$ cat config.mk
export PLATFORM = sky130hd
export DESIGN_NAME = loa_lane_accumulator_flat
export DESIGN_NICKNAME = d
export VERILOG_FILES = /design/src/rtl/loa_lane_accumulator_if.sv /design/src/rtl/loa_lane_accumulator.sv /design/src/flat_wrapper.sv
export SDC_FILE = /design/constraint.sdc
export NUM_CORES = 1
export LEC_CHECK = 0
export CORE_MARGIN = 4
export CORE_UTILIZATION = 50
export CTS_CLUSTER_SIZE = 8
export DETAILED_ROUTE_END_ITERATION = 7
export GPL_ROUTABILITY_DRIVEN = 0
export PLACE_DENSITY = 0.74
export SLEW_MARGIN = 30
export SYNTH_ARGS = -nofsm -noshare
export SYNTH_HDL_FRONTEND = slang
export SYNTH_SLANG_ARGS = --single-unit
$ cat constraint.sdc
create_clock -name clk -period 2.7 [get_ports clk]
set_input_delay 0.675 -clock clk [delete_from_list [all_inputs] [get_ports clk]]
set_output_delay 0.675 -clock clk [all_outputs]
set_load 0.05 [all_outputs]
$ cat src/rtl/loa_lane_accumulator_if.sv
// Bundles the packed-word input and the valid/ready result output of the
// LOA lane accumulator. The master side is the producer/consumer pair
// around the block; the slave side is the accumulator itself.
interface loa_lane_accumulator_if #(
  parameter int DIN_WIDTH  = 8,
  parameter int LANES_LOG2 = 2,
  parameter int ACC_WIDTH  = 12
);
  logic                                  din_valid;
  logic [DIN_WIDTH*(1<<LANES_LOG2)-1:0]  din;
  logic                                  sum_valid;
  logic                                  sum_ready;
  logic [ACC_WIDTH-1:0]                  sum;
  logic                                  ovf;

  modport master (
    output din_valid, din, sum_ready,
    input  sum_valid, sum, ovf
  );

  modport slave (
    input  din_valid, din, sum_ready,
    output sum_valid, sum, ovf
  );
endinterface

$ cat src/rtl/loa_lane_accumulator.sv
// loa_lane_accumulator
// Reduces the four lanes of each packed word through a two-level pipelined
// lower-part-OR (LOA) adder tree, accumulates 2**ACC_LOG2 reduced words and
// presents the total through a one-entry valid/ready holding register.
// The input is never stalled; a result overwritten before it is accepted
// sets the sticky ovf flag.
// Optional build macro: EXACT_TREE_EN -- replaces every tree adder with an
// exact adder (golden baseline); latency and handshake are unchanged.
module loa_lane_accumulator #(
  parameter int DIN_WIDTH   = 8,
  parameter int LANES_LOG2  = 2,
  parameter int APPROX_BITS = 3,
  parameter int ACC_LOG2    = 2,
  parameter int ACC_WIDTH   = DIN_WIDTH + LANES_LOG2 + ACC_LOG2
) (
  input  logic                   clk,
  input  logic                   rst,   // asynchronous, active low
  loa_lane_accumulator_if.slave  bus
);

  localparam int LANES = 1 << LANES_LOG2;
  localparam int S1_W  = DIN_WIDTH + 1;
  localparam int S2_W  = DIN_WIDTH + 2;
  localparam logic [ACC_LOG2-1:0] CNT_MAX = '1;

  // Level-1 adder: two lanes in, one bit wider out.
  function automatic logic [S1_W-1:0] add_l1(input logic [DIN_WIDTH-1:0] a,
                                             input logic [DIN_WIDTH-1:0] b);
    logic [DIN_WIDTH-APPROX_BITS:0] upper;
`ifdef EXACT_TREE_EN
    upper  = '0;
    add_l1 = {1'b0, a} + {1'b0, b} + {{(S1_W-1){1'b0}}, upper[0]};
`else
    // Upper part is exact; its carry-in is guessed from the top OR'd bit pair.
    upper  = {1'b0, a[DIN_WIDTH-1:APPROX_BITS]} + {1'b0, b[DIN_WIDTH-1:APPROX_BITS]}
           + {{(DIN_WIDTH-APPROX_BITS){1'b0}}, a[APPROX_BITS-1] & b[APPROX_BITS-1]};
    add_l1 = {upper, a[APPROX_BITS-1:0] | b[APPROX_BITS-1:0]};
`endif
  endfunction

  // Level-2 adder: two level-1 results in, one bit wider out.
  function automatic logic [S2_W-1:0] add_l2(input logic [S1_W-1:0] a,
                                             input logic [S1_W-1:0] b);
    logic [S1_W-APPROX_BITS:0] upper;
`ifdef EXACT_TREE_EN
    upper  = '0;
    add_l2 = {1'b0, a} + {1'b0, b} + {{(S2_W-1){1'b0}}, upper[0]};
`else
    upper  = {1'b0, a[S1_W-1:APPROX_BITS]} + {1'b0, b[S1_W-1:APPROX_BITS]}
           + {{(S1_W-APPROX_BITS){1'b0}}, a[APPROX_BITS-1] & b[APPROX_BITS-1]};
    add_l2 = {upper, a[APPROX_BITS-1:0] | b[APPROX_BITS-1:0]};
`endif
  endfunction

  logic [DIN_WIDTH-1:0] w_lane [LANES];
  logic [S1_W-1:0]      w_s1   [LANES/2];
  logic [S1_W-1:0]      r_s1   [LANES/2];
  logic                 r_v1;
  logic [S2_W-1:0]      r_s2;
  logic                 r_v2;
  logic [ACC_WIDTH-1:0] r_acc;
  logic [ACC_LOG2-1:0]  r_cnt;
  logic [ACC_WIDTH-1:0] r_sum;
  logic                 r_sum_valid;
  logic                 r_ovf;

  logic [ACC_WIDTH-1:0] w_s2_ext;
  logic [ACC_WIDTH-1:0] w_acc_next;
  logic                 w_new_result;
  logic                 w_xfer;

  // Lane i sits at bits [DIN_WIDTH*i +: DIN_WIDTH]; lane 0 arrived first.
  genvar gi;
  generate
    for (gi = 0; gi < LANES; gi++) begin : g_lane
      assign w_lane[gi] = bus.din[DIN_WIDTH*gi +: DIN_WIDTH];
    end

    for (gi = 0; gi < LANES/2; gi++) begin : g_stage1
      assign w_s1[gi] = add_l1(w_lane[2*gi], w_lane[2*gi+1]);

      // Stage 1: register one adjacent-lane pair sum per accepted word.
      always_ff @(posedge clk or negedge rst) begin
        if (!rst) begin
          r_s1[gi] <= '0;
        end else if (bus.din_valid) begin
          r_s1[gi] <= w_s1[gi];
        end
      end
    end
  endgenerate

  // Stage 1/2 valid pipeline; runs every cycle, never stalls.
  always_ff @(posedge clk or negedge rst) begin
    if (!rst) begin
      r_v1 <= 1'b0;
      r_v2 <= 1'b0;
    end else begin
      r_v1 <= bus.din_valid;
      r_v2 <= r_v1;
    end
  end

  // Stage 2: combine the two pair sums into one reduced word.
  always_ff @(posedge clk or negedge rst) begin
    if (!rst) begin
      r_s2 <= '0;
    end else if (r_v1) begin
      r_s2 <= add_l2(r_s1[0], r_s1[1]);
    end
  end

  assign w_s2_ext     = {{(ACC_WIDTH-S2_W){1'b0}}, r_s2};
  assign w_acc_next   = r_acc + w_s2_ext;
  assign w_new_result = r_v2 && (r_cnt == CNT_MAX);
  assign w_xfer       = r_sum_valid && bus.sum_ready;

  // Stage 3: exact accumulation; the last word of a group clears the accumulator.
  always_ff @(posedge clk or negedge rst) begin
    if (!rst) begin
      r_acc <= '0;
      r_cnt <= '0;
    end else if (r_v2) begin
      r_cnt <= r_cnt + 1'b1;
      r_acc <= w_new_result ? '0 : w_acc_next;
    end
  end

  // Holding register: new result wins; overwriting an unaccepted one flags ovf.
  always_ff @(posedge clk or negedge rst) begin
    if (!rst) begin
      r_sum       <= '0;
      r_sum_valid <= 1'b0;
      r_ovf       <= 1'b0;
    end else if (w_new_result) begin
      r_sum       <= w_acc_next;
      r_sum_valid <= 1'b1;
      if (r_sum_valid && !bus.sum_ready) begin
        r_ovf <= 1'b1;
      end
    end else if (w_xfer) begin
      r_sum_valid <= 1'b0;
    end
  end

  assign bus.sum       = r_sum;
  assign bus.sum_valid = r_sum_valid;
  assign bus.ovf       = r_ovf;

endmodule
$ cat src/flat_wrapper.sv
// flat-port wrapper written by rule: the top's interface ports become plain ports
module loa_lane_accumulator_flat 
#(
  parameter int DIN_WIDTH   = 8,
  parameter int LANES_LOG2  = 2,
  parameter int APPROX_BITS = 3,
  parameter int ACC_LOG2    = 2,
  parameter int ACC_WIDTH   = DIN_WIDTH + LANES_LOG2 + ACC_LOG2
)
  (clk, rst, bus_din_valid, bus_din, bus_sum_ready, bus_sum_valid, bus_sum, bus_ovf);
  loa_lane_accumulator_if #(.DIN_WIDTH(DIN_WIDTH), .LANES_LOG2(LANES_LOG2), .ACC_WIDTH(ACC_WIDTH)) bus_i ();
  input  logic clk;
  input  logic rst;
  input wire logic [$bits(bus_i.din_valid)-1:0] bus_din_valid;
  input wire logic [$bits(bus_i.din)-1:0] bus_din;
  input wire logic [$bits(bus_i.sum_ready)-1:0] bus_sum_ready;
  output wire logic [$bits(bus_i.sum_valid)-1:0] bus_sum_valid;
  output wire logic [$bits(bus_i.sum)-1:0] bus_sum;
  output wire logic [$bits(bus_i.ovf)-1:0] bus_ovf;
  assign bus_i.din_valid = bus_din_valid;
  assign bus_i.din = bus_din;
  assign bus_i.sum_ready = bus_sum_ready;
  assign bus_sum_valid = bus_i.sum_valid;
  assign bus_sum = bus_i.sum;
  assign bus_ovf = bus_i.ovf;
  loa_lane_accumulator #(.DIN_WIDTH(DIN_WIDTH), .LANES_LOG2(LANES_LOG2), .APPROX_BITS(APPROX_BITS), .ACC_LOG2(ACC_LOG2), .ACC_WIDTH(ACC_WIDTH)) u_core (.clk(clk), .rst(rst), .bus(bus_i));
endmodule
# [Word level (Yosys, flattened, before mapping)]
# Cells that the tools add are included.
[word_totals] regBits=58 latchBits=0 ram_bits=0 romBits=0 inputBits=36 output_inout_bits=14 word_cells=34 memories=0
[op_classes] add_sub_neg=8 mul=0 div_mod_pow=0 n_lt_le_gt_ge=0 eq_ne=1 n_shift=0 n_mux=3 bitwise_logic=6 n_reduce_logical=6
[ops] operator="$add A12 B10 Y12" count=1
[ops] operator="$add A5 B5 Y6" count=2
[ops] operator="$add A6 B1 Y6" count=2
[ops] operator="$mux W12" count=1
[ops] operator="$or A3 B3 Y3" count=3
[ops] operator="$add A6 B6 Y7" count=1
[ops] operator="$add A7 B1 Y7" count=1
[ops] operator="$and A1 B1 Y1" count=3
[ops] operator="$logic_and A1 B1 Y1" count=3
[ops] operator="$add A2 B1 Y2 const B" count=1
[ops] operator="$eq A2 B2 Y1 const B" count=1
[ops] operator="$mux W1" count=2
[ops] operator="$reduce_and A2 Y1" count=1
[ops] operator="$reduce_bool A2 Y1" count=1
[ops] operator="$logic_not A1 Y1" count=1

# [Depth between registers and ports, before layout]
[logic_depth] depth_word=3 mapped_depth=9 mapped_depth_nobuf=9

# [Least setup slack after synthesis]
# OpenSTA, ideal clock, no wires.
[synth_timing] path_kind="input -> register" startpoint="input port bus_din[2]" endpoint="register u_core.r_s1[16] (netlist name)" setup_time_ps=125 arrival_time_ps=2264 t_required_ps=2575 path_slack_ps=312 cell_stages=7 n_path_buf=0 path_cell_list="and2_1 -> fa_1 -> fa_1 -> a21o_1 -> a21oi_1 -> xnor2_1 -> mux2_2"
[synth_between] elab_chain_len=2
[synth_rtl] item="start, declared" line="flat_wrapper.sv:15" source="input wire logic [$bits(bus_i.din)-1:0] bus_din;"
[synth_rtl] item="$and A1 B1 Y1" line="loa_lane_accumulator.sv:36" source="+ {{(DIN_WIDTH-APPROX_BITS){1'b0}}, a[APPROX_BITS-1] & b[APPROX_BITS-1]};"
[synth_rtl] item="$add A6 B1 Y6" line="loa_lane_accumulator.sv:36"
[synth_rtl] item="end signal, assigned by index" line="loa_lane_accumulator.sv:87" source="r_s1[gi] <= w_s1[gi];"
[synth_rtl] item="end, declared" line="loa_lane_accumulator.sv:57" source="logic [S1_W-1:0] r_s1 [LANES/2];"
# No other way between the ends.
# A chain may end at the register's enable or synchronous reset.

# [Final worst setup path]
# Ends and elaborated chain as after synthesis.

==> results.py <==
metrics = {
    "placed_design": {
        "dpl.hpwl_um": 4497,
        "placement.io_buffers": 49,
        "dpl_cell_area_um2": 3782,
    },
    "critical_path": {
        "crit_path_end_kind": "flop",
        "critPathKind": "primary input to flop",
        "path_max_fanout": 2,
        "r2r_slack_ps": 410,
        "rr_worst_depth": 7,
        "r2r_end": "u_core.bus.sum[10]",
        "start_kind": "primary input",
        "crit_required_ps": 2920,
        "r2r_start": "u_core.r_acc[0]",
        "arrival_ps": 2740,
    },
    "clock_network": {
        "cts_buffers": 9,
        "clock_latency_ps": 340,
        "htree_levels": 3,
        "cts.sinks": 58,
        "ctsResizeCount": 0,
        "cts_tree": "built",
        "post_cts_buffers": 0,
        "cts-root-buf": "clkbuf_8",
        "clockBufferDepth": 2,
        "clkTransAtPathRegs_ps": 80,
        "hold_buffers": 0,
    },
    "power": {
        "p_seq_share_pct": 28.9,
        "p_leak_nw": 1.820,
        "swShare_pct": 40.33,
        "switchingPower_mw": 1.868,
        "powerDensity_nw_per_um2": 1144,
        "p_int_mw": 2.764,
        "clkPwrFrac_pct": 22.9,
        "ir_worst_vdd_mv": 0.7816,
        "combPwrFrac_pct": 48.2,
    },
    "yosys": {
        "ys.flop_type": "dfrtp_1",
        "netlist_instances": 321,
        "synth_seq_area_share_pct": 45.19,
        "syn_avg_cell_area_um2": 10.01,
        "synthArstFlopShare_pct": 100.0,
        "synthesis.area_um2": 3212,
        "postSynthNetCount": 388,
        "yosys_warnings": 0,
        "synth_edf_count": 0,
        "ys_types": 41,
        "synth-seq-cells": 58,
    },
    "floorplanning": {
        "dieArea_um2": 7770,
        "ioPinCount": 50,
        "core-area_um2": 6061,
        "die_h_um": 88.15,
        "die_w_um": 88.15,
        "start_util_pct": 52.99,
        "row_count": 28,
    },
    "final_layout": {
        "multi_input_area_um2": 1628,
        "final_net_count": 441,
        "diodes": 0,
        "final_area_um2": 4048,
        "drive_gt1_share_pct": 9.235,
        "nFillCells": 501,
        "register_area_um2": 1451,
        "area_growth_pct": 26.02,
    },
    "sta": {
        "relSlewSlack_pct": 52.75,
        "finalHoldViolations": 0,
        "drv_slew": 0,
        "tightest_slew_ps": 708.8,
        "finClkSkew_ps": 11.09,
        "fin_setup_tns_ps": 0,
        "maxClockFrequency_ghz": 0.3962,
        "setup_viol": 0,
        "timing.final.crit_share_pct": 93.47,
        "period_needed_ps": 2524,
        "rsz0062_at_grt": "false",
    },
    "routing": {
        "wl_um": 5956,
        "drc": 0,
        "via_per_inst": 5.396,
        "drt_pass1_iterations": 4,
        "num_vias": 2450,
        "wl_per_cell_um": 13.12,
        "drt_iter0_drc": 136,
        "antenna_left": 0,
    },
    "job": {
        "max_cap_violations": 0,
    },
    "run_status": {
        "status": "complete, no violations",
    },
    "global_route": {
        "grt_use_total_pct": 17.34,
        "grt_pass1_wl_um": 10400,
        "antenna_found_initial": 0,
        "grt_pass1_vias": 2401,
        "grt_max_degree": 59,
        "grt-ovfl-total": 0,
    },
    "hold_path": {
        "hold_class": "primary input to async pin",
    },
}
==> synthesized netlist by cell type (6+ instances only) <==
library cell  count  area [um2]
a21o_1            9       67.56
a21oi_1          26       130.1
clkbuf_1         10       37.54
dfrtp_1          58        1451
fa_1              7       140.1
ha_1             24       300.3
inv_1            23       86.33
mux2_2            7       78.83
nand2_1          33       123.9
nor2_1           28       105.1
o21ai_0          21       105.1
o2bb2ai_1         6       52.55
o31ai_1           6       45.04
xnor2_1          10       87.58
==> cell usage in the layout (no fill, tap or decap), types with 6 or more instances in the layout <==
cell type,Yosys,final
a21o_1,9,9
clkbuf_8,0,9
o2bb2ai_1,6,6
nand2_1,33,33
mux2_2,7,7
fa_1,7,7
dfrtp_1,58,58
o21ai_0,21,21
inv_1,23,23
ha_1,24,24
o31ai_1,6,6
a21oi_1,26,26
clkdlybuf4s50_1,0,48
nor2_1,28,28
xnor2_1,10,10
==> through the flow <==
step | instances | power, mW | setup WS (ps) | hold WS [ps] | util (%)
2_1_floorplan | 321 | 2.992 | 311.7 | 379.4 | -
3_3_place_gp | 438 | 3.501 | -162.7 | 460.1 | 62.41
3_5_place_dp | 438 | 3.574 | -179.9 | 466.3 | 62.41
4_1_cts | 454 | 4.661 | 173.7 | 481.7 | 66.78
5_1_grt | 454 | 4.953 | 79.29 | 501.6 | 66.78
6_report | 454 | 4.631 | 176.2 | 466.8 | 66.78
==> sequential cells by signal, indices dropped and copies added (netlist names) <==
register,flops
u_core.r_acc,12
u_core.r_s2,10
u_core.bus.sum,12
u_core.r_v2,1
u_core.r_v1,1
u_core.r_cnt,2
u_core.bus.sum_valid,1
u_core.r_s1,18
u_core.bus.ovf,1
==> power groups by stage <==
stage | registers [mW] | clock network (mW) | logic [mW]
finish | 1.34 | 1.06 | 2.23
global route | 1.38 | 1.12 | 2.45
CTS | 1.34 | 1.08 | 2.24
detailed placement | 1.36 | 0 | 2.22
global placement | 1.34 | 0 | 2.16
floorplan | 1.66 | 0 | 1.33
==> cell families (layout without fill, tap and decap cells) <==
kind of cell             count (synthesis)  count (layout)  synth area share [%]
buffers and inverters                   35              93                 4.129
XOR/XNOR                                15              15                 4.090
AO/OA/AOI/OAI                           91              91                 19.01
AND/OR/NAND/NOR                         84              84                 11.41
adder cells (fa/ha/maj)                 31              31                 13.71
flip-flops                              58              58                 45.19
multiplexers                             7               7                 2.454
==> worst max-delay path: stages <==
cell	delay [ps]
clkdlybuf4s50_1	410
and2_1	170
fa_1	400
fa_1	400
a21o_1	190
a21oi_1	170
xnor2_1	80
mux2_2	250
==> how the worst max path moves through the flow <==
| stage | startpoint | endpoint | slack [ps] | cells past startpoint |
|---|---|---|---|---|
| global route | bus_din[2] | u_core.r_s1[16] | 80 | 8 |
| global placement | bus_din[2] | u_core.r_s1[16] | -160 | 8 |
| finish | bus_din[2] | u_core.r_s1[16] | 180 | 8 |
| CTS | bus_din[2] | u_core.r_s1[16] | 170 | 8 |
| detailed placement | bus_din[2] | u_core.r_s1[16] | -180 | 8 |
| floorplan | bus_din[2] | u_core.r_s1[16] | 310 | 7 |
==> layout make-up <==
type | count | area share, %
Timing Repair Buffer | 54 | 12.92
Tap cell | 75 | 2.318
Clock buffer | 9 | 3.060
Multi-Input combinational cell | 228 | 40.22
Sequential cell | 58 | 35.86
Inverter | 23 | 2.133
Clock inverter | 7 | 3.493
==> layer usage <==
metal	vias up	share of wire (%)	track usage (%)	routed length (um)
li1	1225	-	-	-
met1	1140	45	20.66	2683
met2	76	47	29.38	2812
met3	9	6.2	4.892	369
met4	0	1.5	7.418	91
met5	-	0	0	0
Note: power is estimated with default switching activity, not from simulation.
